--- src/rtl/mem_port_arbiter.sv ---
// Round-robin arbiter sharing one single-ported RAM between fetch (0), data (1)
// and debug loader (2); one transaction in flight, fixed read latency.
module mem_port_arbiter #(
  parameter int RD_LATENCY = 1,
  parameter int ADDR_W     = 32,
  parameter int DATA_W     = 32
) (
  input  logic              clk,
  input  logic              reset,
  input  logic              req0_i,
  input  logic              req1_i,
  input  logic              req2_i,
  input  logic              we0_i,
  input  logic              we1_i,
  input  logic              we2_i,
  input  logic [ADDR_W-1:0] addr0_i,
  input  logic [ADDR_W-1:0] addr1_i,
  input  logic [ADDR_W-1:0] addr2_i,
  input  logic [DATA_W-1:0] wdata0_i,
  input  logic [DATA_W-1:0] wdata1_i,
  input  logic [DATA_W-1:0] wdata2_i,
  output logic              ack0_o,
  output logic              ack1_o,
  output logic              ack2_o,
  output logic [DATA_W-1:0] rdata_o,
  output logic              we_o,
  output logic [ADDR_W-1:0] addr_o,
  output logic [DATA_W-1:0] data_o,
  input  logic [DATA_W-1:0] data_i,
  output logic [1:0]        grant_o,
  output logic              busy_o
);

  typedef enum logic [1:0] {IDLE, ACCESS, RESP} state_t;

  localparam logic [2:0] CNT_LAST = 3'(RD_LATENCY - 1);

  state_t            state;
  logic [1:0]        last;
  logic [2:0]        cnt;
  logic [2:0]        ack;
  logic [2:0]        req;
  logic              any_req;
  logic [1:0]        winner;
  logic [ADDR_W-1:0] sel_addr;
  logic [DATA_W-1:0] sel_wdata;
  logic              sel_we;

  assign req     = {req2_i, req1_i, req0_i};
  assign any_req = |req;

  // Search starts at the port after the last one served.
  always_comb begin
    winner = 2'd0;
    case (last)
      2'd0: begin
        if (req[1])      winner = 2'd1;
        else if (req[2]) winner = 2'd2;
        else             winner = 2'd0;
      end
      2'd1: begin
        if (req[2])      winner = 2'd2;
        else if (req[0]) winner = 2'd0;
        else             winner = 2'd1;
      end
      default: begin
        if (req[0])      winner = 2'd0;
        else if (req[1]) winner = 2'd1;
        else             winner = 2'd2;
      end
    endcase
  end

  always_comb begin
    sel_addr  = addr0_i;
    sel_wdata = wdata0_i;
    sel_we    = we0_i;
    case (winner)
      2'd1: begin
        sel_addr  = addr1_i;
        sel_wdata = wdata1_i;
        sel_we    = we1_i;
      end
      2'd2: begin
        sel_addr  = addr2_i;
        sel_wdata = wdata2_i;
        sel_we    = we2_i;
      end
      default: ;
    endcase
  end

  always_ff @(posedge clk or posedge reset) begin
    if (reset) begin
      state   <= IDLE;
      last    <= 2'd2;
      cnt     <= 3'd0;
      ack     <= 3'b000;
      grant_o <= 2'd3;
      addr_o  <= '0;
      data_o  <= '0;
      we_o    <= 1'b0;
      rdata_o <= '0;
    end else begin
      case (state)
        IDLE: begin
          ack <= 3'b000;
          if (any_req) begin
            grant_o <= winner;
            addr_o  <= sel_addr;
            data_o  <= sel_wdata;
            we_o    <= sel_we;
            cnt     <= 3'd0;
            state   <= ACCESS;
          end
        end
        ACCESS: begin
          // The registered we_o remembers whether this is a write.
          if (we_o) begin
            we_o  <= 1'b0;
            ack   <= 3'b001 << grant_o;
            state <= RESP;
          end else if (cnt == CNT_LAST) begin
            rdata_o <= data_i;
            ack     <= 3'b001 << grant_o;
            state   <= RESP;
          end else begin
            cnt <= cnt + 3'd1;
          end
        end
        RESP: begin
          ack     <= 3'b000;
          addr_o  <= '0;
          data_o  <= '0;
          last    <= grant_o;
          grant_o <= 2'd3;
          state   <= IDLE;
        end
        default: state <= IDLE;
      endcase
    end
  end

  assign ack0_o = ack[0];
  assign ack1_o = ack[1];
  assign ack2_o = ack[2];
  assign busy_o = (state != IDLE);

endmodule
--- config.mk ---
export PLATFORM = sky130hd
export DESIGN_NAME = mem_port_arbiter
export DESIGN_NICKNAME = d
export VERILOG_FILES = /design/src/rtl/mem_port_arbiter.sv
export SDC_FILE = /design/constraint.sdc
export NUM_CORES = 1
export LEC_CHECK = 0
export CORE_AREA = 2 2 129 131
export CTS_CLUSTER_DIAMETER = 30
export DETAILED_ROUTE_END_ITERATION = 7
export DIE_AREA = 0 0 131 133
export PLACE_DENSITY = 0.7
export SLEW_MARGIN = 25
export SYNTH_ARGS = -nofsm -noshare
export SYNTH_HDL_FRONTEND = slang
export SYNTH_SLANG_ARGS = --single-unit
--- constraint.sdc ---
create_clock -name clk -period 9.1 [get_ports clk]
set_input_delay 2.73 -clock clk [delete_from_list [all_inputs] [get_ports clk]]
set_output_delay 2.73 -clock clk [all_outputs]
set_load 0.01 [all_outputs]
==> results.md <==
Worst setup path:
- The peak per-stage delay on the critical path is 0.54 ns.
- For the worst setup path, the data arrival time is 5.22 ns.
- STA classifies the critical path startpoint as an input port.
- The number of cells on the critical path is 9.
- Of all nets on the critical path, the largest fanout is 45.
- The number of cells on the worst reg-to-reg path is 8.
- The end of the worst register-to-register path is addr_o[28].
- The cell with the biggest individual delay on the critical path is sky130_fd_sc_hd__ha_2.
- The worst register-to-register path begins at last[1].
- The setup path with the least slack is of type in2reg.
- The kind of end point of the critical path is a flip-flop.
- The setup check on the worst reg-to-reg path leaves a slack of 6.40 ns.
- The number of buffer and inverter instances along the worst setup path is 2.
- The family with the most delay on the worst path is buffers and inverters.
- The critical path goes through clkdlybuf4s50_1, nand2b_1, a21oi_1, nor2_1, ha_2, buf_4, a22oi_1, o21ai_0, a22o_1.
- For the worst setup path, the data required time is 9.39 ns.

Logic synthesis:
- The total nets after synthesis is 738.
- Summing every instance area after synthesis gives 0.00539 mm^2.
- The total of flip-flops plus latches after synthesis is 109.
- Summing the sequential cell areas from Yosys gives 50.7% of the chip area.
- In the post-synthesis netlist, the biggest area contributors are sky130_fd_sc_hd__dfrtp_1 49%, sky130_fd_sc_hd__a22o_1 10%, sky130_fd_sc_hd__a22oi_1 9.2%, sky130_fd_sc_hd__mux2_2 6.3%, sky130_fd_sc_hd__o21ai_0 6.0%.
- The number of flops mapped to enable cells by yosys is 0.
- The commonest cells after synthesis are 106 x sky130_fd_sc_hd__dfrtp_1, 69 x sky130_fd_sc_hd__nand2_1, 66 x sky130_fd_sc_hd__a22oi_1.
- The predominant post-synthesis flop cell is sky130_fd_sc_hd__dfrtp_1.
- The number of different library cells used by synthesis comes to 40.
- The cell taking the most area after synthesis is sky130_fd_sc_hd__dfrtp_1.
- The average footprint of a synthesized cell is 10.7 um^2.
- The proportion of synthesized flip-flops having asynchronous set or reset is 100%.
- The share of synthesized area in the top cell type comes to 49.3%.
- The number of instances in the synthesized netlist is 502.
- Yosys printed 0 warnings.
- Among all cell types in the netlist, the one instantiated most often is sky130_fd_sc_hd__dfrtp_1.

Power and ir drop:
- For this design the static power due to leakage is 3.75 nW.
- The power per cell area is 313 mW/mm^2.
- Combinational logic is responsible for 56.7% of the overall power.
- The sequential group share of total power is 29.0%.
- The clock network fraction of design power is 14.3%.
- The internal power is 1.76 mW.
- IR analysis of the VDD net gives a maximum drop of 0.000313 V.
- Net switching is 38.3% of the power.
- For this design the total switching power over the nets is 1.09 mW.
- The power consumption is 2.86 mW.

Placed design:
- Input and output buffers added on the ports amount to 334.
- OpenSTA, run right after detailed placement, puts the worst setup slack at 3.57 ns.
- The half-perimeter wire length after placement is 13600 um.
- The number of placed instances, taps included is 1014.
- The final RePlAce weighted congestion is 0.815.

Hold path:
- The instance count along the most critical hold path is 1.
- The startpoint of the most critical hold path is rdata_o[16].
- The type of the most critical hold path is reg2reg.
- The worst hold path terminates at rdata_o[16].

Floorplan:
- The core outline area is 0.0162 mm^2.
- The area of the die is 0.0174 mm^2.
- The floorplan has 47 rows.
- For this configuration, the core starts out at a cell density of 33.3%.
- Measured along the y axis, the die boundary spans 133 um.
- The boundary pin count is 335.
- The die width is 131 um.

CTS:
- The maximum clock path buffer count is 2.
- The CTS tree is built.
- For this design, the sink count on the clock tree is 109.
- The number of buffers inserted by hold repair at cts is 0.
- The clock-pin slew on the worst setup and hold paths is 0.07 ns.
- The clock root buffer is sky130_fd_sc_hd__clkbuf_16.
- The source-to-sink clock delay at the later pin of the worst-skew pair is 0.35 ns.
- CTS built an H-tree with a depth of 3.
- After clock tree synthesis, the setup repair step added 0 buffers.
- The TritonCTS buffer count is 9.
- The number of gates resized after CTS is 0.

Final layout:
- The area growth from synthesis to layout is 69.7%.
- The number of antenna repair diodes is 0.
- The finished layout holds 1031 standard cells, fillers aside.
- In the final layout, the share of cells above drive strength 1 is 8.38%.
- The total number of nets in the final design is 1042.

Timing:
- The clock period could shrink to 4.93 ns.
- The worst path meets setup with 4.17 ns of slack.
- The worst hold slack is 0.496 ns.
- The number of setup violations in the final report is 0.
- Setup repair after global routing left no endpoint under its margin.
- The clock arrives with 0.00880 ns of skew.
- In the final timing run, aggregate negative setup slack is 0 ns.
- For the pin with the worst max-slew slack, the measured transition is 0.820 ns.
- The number of hold violations in the final report is 0.
- In this run the tightest slew margin relative to its limit is 45.3%.
- The count of final max-slew check failures was 0.
- Derived from the worst setup path, the maximum achievable clock frequency is 0.203 GHz.
- The final cycle utilization of the critical path is 54.2%.

Routing:
- Once detail routing completed, the nets flagged for antenna violations numbered 0.
- The routed layout has 5221 vias.
- In the final routed layout, each cell accounts on average for 17.9 um.
- The number of detailed-routing iterations run before antenna repair is 5.
- Summed over all layers, the routed wires come to 18400 um.
- In the routed layout, each cell is associated on average with a via count of 5.06.
- After detailed routing, the number of remaining DRC violations is 0.
- The count of routing violations after the opening detailed-route iteration is 252.

GRT:
- The total track usage is 20.7%.
- The initial antenna violation count is 0.
- The largest net degree at the start of global routing is 131.
- The remaining global-route overflow is 0.
- The number of global-route vias before repair is 5353.
- The first global-routing pass estimated 27900 um of wire.

Run:
- Across the run, the number of max-cap violations was 0.

Run status:
- The flow ran to the end, and the final reports show no timing, DRC or antenna violations.
-- power by group through the flow --
stage | clock network, mW | registers, mW | logic, mW
2_1_floorplan | 0 | 0.906 | 0.872
3_3_place_gp | 0 | 0.826 | 1.58
3_5_place_dp | 0 | 0.835 | 1.62
4_1_cts | 0.421 | 0.830 | 1.62
5_1_grt | 0.442 | 0.856 | 1.77
6_report | 0.408 | 0.829 | 1.62
-- final cells by class --
type                    count  area, um^2
repair buffers            340        3410
clock inverters             6        70.1
multi-input cells         338        2380
fillers                  1372        7030
inverters                   8        32.5
well taps                 220         275
clock buffers              10         239
flip-flops and latches    109        2730
-- flip-flops by register name, indices dropped and copies added (netlist names) --
name	flops
state	2
grant_o	2
we_o	1
cnt	3
last	2
rdata_o	32
ack	3
addr_o	32
data_o	32
-- cells by family (layout without fill, tap and decap cells) --
logic type / Yosys count / in the layout / share of synthesized area [%]
and+or+nand+nor: 89 / 89 / 7.46
AOI/OAI and AO/OA: 206 / 206 / 27.3
muxes: 39 / 39 / 8.04
adders and majority gates: 4 / 4 / 0.929
DFF: 109 / 109 / 50.7
buffers and inverters: 55 / 364 / 5.51
-- per-layer routing --
| metal | vias up | share of wire [%] | global-route usage, % |
|---|---|---|---|
| met1 | 2471 | 39 | 24.0 |
| met3 | 36 | 8.4 | 5.54 |
| met2 | 241 | 49 | 35.7 |
| met4 | 0 | 2.9 | 8.57 |
| met5 | - | 0 | 0 |
| li1 | 2473 | - | - |
-- cell usage in the layout (no fill, tap or decap), drive strengths merged, types with 2 or more instances in the layout --
master and n:
dfrtp 106, mux2i 5, ha 4, a22oi 66, nor2 4, mux2 34
nand2 69, buf 6, nor2b 2, inv 9, a22o 64, or2 4
nand2b 4, clkbuf 10, clkdlybuf4s50 334, dfstp 3, a21oi 2, clkinv 4
o21ai 66
-- worst max path at each step --
| stage | startpoint | to | slack (ns) |
|---|---|---|---|
| floorplan | reset | ack[0] | 3.50 |
| global placement | req0_i | addr_o[28] | 3.63 |
| detailed placement | req0_i | addr_o[28] | 3.57 |
| CTS | req0_i | addr_o[28] | 3.97 |
| global route | req0_i | addr_o[28] | 3.96 |
| finish | req0_i | addr_o[28] | 4.17 |
-- worst register-to-register path: stages (launching register included) --
cell and delay (ns):
sky130_fd_sc_hd__dfstp_2 0.57, sky130_fd_sc_hd__mux2i_1 0.18, sky130_fd_sc_hd__a22oi_1 0.16, sky130_fd_sc_hd__inv_1 0.10, sky130_fd_sc_hd__ha_2 0.53, sky130_fd_sc_hd__buf_4 0.51
sky130_fd_sc_hd__a22oi_1 0.13, sky130_fd_sc_hd__o21ai_0 0.29, sky130_fd_sc_hd__a22o_1 0.17
-- per-stage QoR --
step	util, %	instance area, um^2
4_1_cts	56.3	9110
5_1_grt	56.5	9140
6_report	56.5	9140
2_1_floorplan	-	5390
3_5_place_dp	54.4	8800
3_3_place_gp	54.4	8800
No activity file was read; power rests on OpenSTA's default activity.
